File: config.mk
export PLATFORM = sky130hd
export DESIGN_NAME = link_rx_packer
export DESIGN_NICKNAME = d
export VERILOG_FILES = /design/src/rtl/link_rx_packer.sv
export SDC_FILE = /design/constraint.sdc
export NUM_CORES = 1
export LEC_CHECK = 0
export CORE_ASPECT_RATIO = 1.75
export CORE_MARGIN = 1
export CORE_UTILIZATION = 40
export CTS_CLUSTER_DIAMETER = 200
export DETAILED_ROUTE_END_ITERATION = 6
export HOLD_SLACK_MARGIN = 0.03
export REMOVE_ABC_BUFFERS = 1
export SLEW_MARGIN = 20
export SYNTH_ARGS = -nofsm -noshare
export SYNTH_HDL_FRONTEND = slang
export SYNTH_SLANG_ARGS = --single-unit
File: constraint.sdc
create_clock -name clk -period 6.5 [get_ports clk]
set_input_delay 0.975 -clock clk [delete_from_list [all_inputs] [get_ports clk]]
set_output_delay 0.975 -clock clk [all_outputs]
set_load 0.03 [all_outputs]
File: src/rtl/link_rx_packer.sv
// link_rx_packer
//   Receive-side byte packer and word FIFO. Bytes strobed in from the link slave are packed
//   little-endian into 32-bit words (first byte in bits [7:0]). Completed words are buffered
//   in a DEPTH-entry FIFO and leave on a show-ahead valid/ready stream.
//
// Ports
//   clk, rst              rising-edge clock, synchronous active-high reset
//   in_valid, in_data     byte strobe and payload from the slave
//   in_ready              a byte can be accepted this cycle (registered state only)
//   flush                 drop the partial word and empty the FIFO
//   out_valid, out_data   FIFO head word (data masked to 0 when empty)
//   out_chk               XOR of the head word's four bytes, or 0 when the checksum is off
//   out_ready             consumer pops the head word
//   level                 words currently stored
//   drop_err              sticky: a byte was offered while in_ready was low
//
// Build option
//   LINK_RX_CHKSUM_EN     store an 8-bit running XOR with each word (40-bit entries)

module link_rx_packer #(
   parameter int unsigned DEPTH = 4
) (
   input  logic                     clk,
   input  logic                     rst,
   input  logic                     in_valid,
   input  logic [7:0]               in_data,
   output logic                     in_ready,
   input  logic                     flush,
   output logic                     out_valid,
   output logic [31:0]              out_data,
   output logic [7:0]               out_chk,
   input  logic                     out_ready,
   output logic [$clog2(DEPTH):0]   level,
   output logic                     drop_err
);

   localparam int unsigned PW = $clog2(DEPTH);
   localparam int unsigned LW = PW + 1;
`ifdef LINK_RX_CHKSUM_EN
   localparam int unsigned EW = 40;
`else
   localparam int unsigned EW = 32;
`endif

   // Packer state doubles as the byte index within the current word.
   typedef enum logic [1:0] {
      StIdle = 2'd0,
      StB1   = 2'd1,
      StB2   = 2'd2,
      StB3   = 2'd3
   } pack_state_e;

   pack_state_e       state_q, state_d;
   logic [23:0]       partial_q, partial_d;
   logic [PW-1:0]     wptr_q, rptr_q;
   logic [LW-1:0]     level_q;
   logic              drop_q;
   logic [EW-1:0]     mem [DEPTH];
   logic [EW-1:0]     push_entry;
   logic [EW-1:0]     head_entry;

   logic              accept;
   logic              push;
   logic              pop;

`ifdef LINK_RX_CHKSUM_EN
   logic [7:0]        chk_q, chk_d;
`endif

   // Only byte 3 can stall: bytes 0-2 sit in the partial register, not the FIFO.
   assign in_ready  = !(state_q == StIdle + 2'd3 && level_q == LW'(DEPTH));
   assign out_valid = (level_q != '0);
   assign level     = level_q;
   assign drop_err  = drop_q;

   assign accept = in_valid && in_ready && !flush;
   assign push   = accept && (state_q == StB3);
   assign pop    = out_valid && out_ready && !flush;

   assign head_entry = mem[rptr_q];
   assign out_data   = out_valid ? head_entry[31:0] : 32'h0;

`ifdef LINK_RX_CHKSUM_EN
   assign push_entry = {chk_q ^ in_data, in_data, partial_q};
   assign out_chk    = out_valid ? head_entry[39:32] : 8'h00;

   always_comb begin
      chk_d = chk_q;
      if (flush || push) begin
         chk_d = 8'h00;
      end else if (accept) begin
         chk_d = chk_q ^ in_data;
      end
   end

   always_ff @(posedge clk) begin
      if (rst) begin
         chk_q <= 8'h00;
      end else begin
         chk_q <= chk_d;
      end
   end
`else
   assign push_entry = {in_data, partial_q};
   assign out_chk    = 8'h00;
`endif

   // Packer next-state.
   always_comb begin
      state_d   = state_q;
      partial_d = partial_q;
      if (flush) begin
         state_d   = StIdle;
         partial_d = '0;
      end else if (accept) begin
         unique case (state_q)
            StIdle: begin
               partial_d[7:0] = in_data;
               state_d        = StB1;
            end
            StB1: begin
               partial_d[15:8] = in_data;
               state_d         = StB2;
            end
            StB2: begin
               partial_d[23:16] = in_data;
               state_d          = StB3;
            end
            StB3: begin
               partial_d = '0;
               state_d   = StIdle;
            end
         endcase
      end
   end

   always_ff @(posedge clk) begin
      if (rst) begin
         state_q   <= StIdle;
         partial_q <= '0;
      end else begin
         state_q   <= state_d;
         partial_q <= partial_d;
      end
   end

   // FIFO pointers, level and sticky overflow flag.
   always_ff @(posedge clk) begin
      if (rst) begin
         wptr_q  <= '0;
         rptr_q  <= '0;
         level_q <= '0;
         drop_q  <= 1'b0;
      end else begin
         if (in_valid && !in_ready) begin
            drop_q <= 1'b1;
         end
         if (flush) begin
            wptr_q  <= '0;
            rptr_q  <= '0;
            level_q <= '0;
         end else begin
            if (push) begin
               wptr_q <= wptr_q + PW'(1);
            end
            if (pop) begin
               rptr_q <= rptr_q + PW'(1);
            end
            if (push && !pop) begin
               level_q <= level_q + LW'(1);
            end else if (pop && !push) begin
               level_q <= level_q - LW'(1);
            end
         end
      end
   end

   // Storage is not reset; reads are masked while the FIFO is empty.
   always_ff @(posedge clk) begin
      if (push && !rst) begin
         mem[wptr_q] <= push_entry;
      end
   end

endmodule

### After elaboration in Yosys (flattened, before gate mapping)

Memories as Yosys holds them, arrays and structs flattened. A register that Yosys moved wholly into a read port is not among the register bits.
Cells that the tools add are included.

| operators by class | value |
|---|---|
| add/sub/neg operators | 4 |
| equality and inequality tests | 4 |
| multiplexer cells | 11 |
| reduce and logical (&&, ||, !) cells | 25 |

Operator list:

| cell | count |
|---|---|
| one-hot mux 8 bit (2 select lines) | 3 |
| two-way mux 32 bit | 1 |
| logical AND 1 bit | 10 |
| one-hot mux 2 bit (4 select lines) | 1 |
| nonzero test 2 bit | 4 |
| two-way mux 3 bit | 2 |
| AND reduction 2 bit | 3 |
| zero test 1 bit | 5 |
| adder 2 x 1 -> 2 bit (second input constant) | 2 |
| equality test 2 bit (second input constant) | 2 |
| two-way mux 2 bit | 2 |
| adder 3 x 1 -> 3 bit (second input constant) | 1 |
| equality test 3 bit (second input constant) | 1 |
| nonzero test 3 bit | 1 |
| subtractor 3 x 1 -> 3 bit (second input constant) | 1 |
| equality test 2 x 1 -> 1 bit (second input constant) | 1 |
| zero test 2 bit | 1 |
| two-way mux 1 bit | 2 |
| OR reduction 2 bit | 1 |

| storage, ports and cells | value |
|---|---|
| bits in registers | 34 |
| memory bits (writable) | 128 |
| word-level logic and storage cells | 53 |
| memories | 1 |

Memory list:

| name | words | width | read ports | clocked after memory_dff | wr ports | line | source |
|---|---|---|---|---|---|---|---|
| mem | 4 | 32 | 1 | 1 | 1 | 58 | `logic [EW-1:0] mem [DEPTH];` |

### Logic depth before layout (Yosys ltp)

| logic depth | value |
|---|---|
| depth in word-level cells | 10 |
| depth in mapped cells | 10 |
| depth with buffers taken out | 9 |

### Least setup slack after synthesis

No wires, ideal clock.

| path | value |
|---|---|
| path kind | input port to flip-flop |
| start | input port flush |
| end | memory mem[1][0] (enable) |
| library setup time | 0.468 ns |
| data arrival time | 3.928 ns |
| setup slack | 2.105 ns |
| stages on the path | 3 |
| buffers on the path | 0 |
| cells stage by stage | and2b_1 o311ai_4 nor3b_1 |

| between the ends | value |
|---|---|
| word-level cells in the longest chain between the ends | 6 |

Ends and longest elaborated chain:

| element | line | source |
|---|---|---|
| from (decl) | 28 | `input logic flush,` |
| zero test 1 bit | 76 | `assign accept = in_valid && in_ready && !flush;` |
| logical AND 1 bit | 76 |  |
| logical AND 1 bit | 77 | `assign push = accept && (state_q == StB3);` |
| logical AND 1 bit | 180 | `if (push && !rst) begin` |
| two-way mux 1 bit | 180 |  |
| two-way mux 1 bit (not written as such) | 181 | `mem[wptr_q] <= push_entry;` |
| to (decl) | 58 |  |

No other way between the ends.

==> PnR_summary.wiki <==
{| class="wikitable"
! Metric !! Value
|-
| Outcome || finished, violations left
|-
| Violations in the final reports || DRC
|-
| Number of maximum-capacitance violations || 0
|-
| Overall Global Routing Usage || between 10% and 20%
|-
| Top delay family on crit path || buffers and inverters
|-
| Global-route wire length before repair || between 15000 and 20000 um
|-
| Clock skew after layout || a little under 0.01 ns
|-
| Setup Total Neg Slack || 0 ns
|-
| Share of final-layout standard cells stronger than drive strength 1 || roughly a fifth
|-
| Wire length per cell after detailed routing || roughly 20 um
|-
| Total routed wirelength || between 10000 and 15000 um
|-
| Die X-Extent || 98.4 um
|-
| Pin count of the biggest net entering global routing || 34
|-
| Series of cell instances along the critical path || buf_4 -> mux4_2 -> and2_1 -> clkdlybuf4s50_1
|-
| Die ar. || between 0.015 and 0.02 mm2
|-
| Maximum root-to-sink buffer count || 2
|-
| Clock tree from TritonCTS || yes
|-
| P_leak || 0.00257 uW
|-
| Iteration-0 DRC Markers || ~180
|-
| Critical path peak fanout || 32
|-
| Number of CTS-inserted buffers || 17
|-
| Latest clock arrival within the worst-skew pair || ~0.42 ns
|-
| Post-detailed-route count of antenna-violating nets || 0
|-
| Sequential share of the synthesized area || roughly 70%
|-
| Initial antenna violation count || 0
|-
| Crit path arrival time || roughly 2.7 ns
|-
| Share of the synthesized area in the top cell type || roughly three fifths
|-
| Slew margin rel. || roughly 44%
|-
| Count of flip-flops with a built-in enable after synthesis || ~130
|-
| Top cells by count, synth || edfxtp_1, and2_1, dfxtp_1, mux4_2, a32o_1
|-
| Largest cells by area after synthesis || edfxtp_1, dfxtp_1, mux4_2
|-
| Placeable core region || approximately 0.016 mm2
|-
| IR Drop Worst-Case VDD || 188 uV
|-
| Iteration count of the initial detailed-routing pass || 7
|-
| Number of resized instances in the post-cts repair step || 0
|-
| Final clock period utilization by the worst path || 56.1%
|-
| Root cell of the clock tree || clkbuf_16
|-
| #FFs+latches synth || around 160
|-
| Maximum clock rate || 274 MHz
|-
| Clock period minus worst slack || about 3.6 ns
|-
| Library cell with the highest instance count after synthesis || edfxtp_1
|-
| Setup-failing EPs final || 0
|-
| Mean area per synthesized cell || 18.0 um2
|-
| Detailed placement HPWL || about 7400 um
|-
| Clk pin slew, worst setup/hold paths || roughly 0.060 ns
|-
| Site Rows || slightly above 60
|-
| Hold-fix buffers at CTS || 0
|-
| Combined buffer and inverter count along the critical path || 2
|-
| Vias in the first global route || roughly 3.5k
|-
| Cell taking the most area after synthesis || edfxtp_1
|-
| Required time of the critical path || 5.52 ns
|-
| RSZ-0062 raised after global routing || false
|-
| Y dimension of the die || ~170 um
|-
| Total via count in the routed design || about 3.3k
|-
| Slowest cell on the critical path || mux4_2
|-
| Num Clock Sinks || ~160
|-
| Cell area after technology mapping || 0.00650 mm2
|-
| Primary FF master, synth || edfxtp_1
|-
| Async set or reset register ratio after synthesis || 0%
|-
| Startpoint kind of the worst setup timing path || register
|-
| Number of nets in the finished design || approximately 440
|-
| Layout overhead on the synthesized area || 19.2%
|-
| Slowest cell delay on critical path || 0.62 ns
|-
| CP Capture Type || output port
|-
| Number of primary I/O pins || between 50 and 60
|-
| Area after DPL || between 0.007 and 0.008 mm2
|-
| Slew at the pin closest to its max-slew limit || 0.842 ns
|-
| Warnings, synthesis || 0
|-
| Number of buffers added on ports || 50
|-
| Routability Congestion || ~0.8
|-
| Initial standard-cell utilization of the core || about two fifths
|-
| Count of unresolved DRC violations after routing || 2
|-
| Maximum level of the CTS H-tree || 4
|-
| Power density over cell area || 269 mW/mm2
|-
| Worst hold path type || reg -> reg
|-
| Gr ovfl total || 0
|-
| Count of distinct cell types in the synthesized netlist || 37
|-
| Critical path class || reg -> out
|-
| Buffers inserted during post-CTS setup optimization || 0
|-
| Finished layout cell area || a little under 0.008 mm2
|-
| Count of mapped cells out of synthesis || approximately 360
|-
| Final-report max-slew violation count || 0
|-
| Via-per-instance ratio || 5.35
|-
| Final-report hold violation count || 0
|-
| Antenna Cells || 0
|}
==> metrics by stage <==
step / power, uW / utilization (%) / hold slack (ns) / worst slack (ns) / cells
2_1_floorplan: 1160 / - / 0.452 / 2.11 / 342
3_3_place_gp: 1180 / 45.3 / 0.465 / 3.12 / 588
3_5_place_dp: 1180 / 45.3 / 0.462 / 3.00 / 588
4_1_cts: 2100 / 48.8 / 0.476 / 2.78 / 620
5_1_grt: 2140 / 48.8 / 0.520 / 2.65 / 620
6_report: 2080 / 48.8 / 0.468 / 2.85 / 620
==> state kept, by name (all words and copies together), names as in the netlist, named ones only <==
signal     flops
partial_q     24
wptr_q         2
drop_err       1
level          3
rptr_q         2
mem          128
state_q        2
==> report_power, final <==
| part | switching (uW) | internal, uW |
|---|---|---|
| Sequential | 1.90 | 1120 |
| Clock | 423 | 500 |
| Combinational | 23.5 | 12.5 |
==> layout make-up <==
class                      instances  area [um2]
inverter                           8        32.5
multi-input combinational        170        1810
timing repair buffer              57         553
clock inverter                    14         118
fill                            1339        8130
clock buffer                      18         429
sequential                       164        4570
tap                              189         236
==> metal layers <==
layer | track usage [%] | vias up | share of wire (%)
li1 | - | 1518 | -
met1 | 17.8 | 1713 | 40
met2 | 29.3 | 68 | 56
met3 | 3.35 | 17 | 2.7
met4 | 6.55 | 0 | 1.7
met5 | 0 | - | 0
==> worst paths after layout <==
| check | startpoint | to | slack [ns] | cells past startpoint |
|---|---|---|---|---|
| hold / removal | drop_err | drop_err | 0.47 | 2 |
| hold reg to reg | drop_err | drop_err | 0.47 | 2 |
| setup / recovery | register | out_data[11] | 2.85 | 4 |
| setup reg to reg | state_q[1] | level[2] | 3.73 | 9 |
==> cells in the final DEF (no fill, tap or decap), types with 3 or more instances in the layout <==
| cell | instances |
|---|---|
| a21oi_1 | 3 |
| a32o_1 | 16 |
| and2_1 | 39 |
| and3_1 | 3 |
| buf_4 | 7 |
| clkbuf_16 | 17 |
| clkdlybuf4s50_1 | 50 |
| clkinv_4 | 3 |
| conb_1 | 8 |
| dfxtp_1 | 35 |
| edfxtp_1 | 128 |
| ha_1 | 9 |
| inv_1 | 7 |
| inv_6 | 5 |
| mux2_2 | 8 |
| mux2i_1 | 3 |
| mux4_2 | 32 |
| nand2_1 | 5 |
| nor2_1 | 9 |
| nor3b_1 | 6 |
| nor3b_2 | 5 |
| o21ai_0 | 3 |
| xor2_1 | 4 |
==> tightest hold or removal path, delay by kind of cell, from the launching register on <==
family             cells  cell delay, ns
AOI/OAI and AO/OA      1            0.04
DFF                    1            0.33
and+or+nand+nor        1            0.07
==> kinds of logic after synthesis <==
kind of cell    share of synthesized area, %
flops                                   70.2
simple gates                            7.47
mux                                     12.9
compound gates                          4.12
fa+ha+maj                               2.04
other cells                           0.0577
xor+xnor                               0.539
buf+inv                                 2.60
No activity file was read; power rests on OpenSTA's default activity.
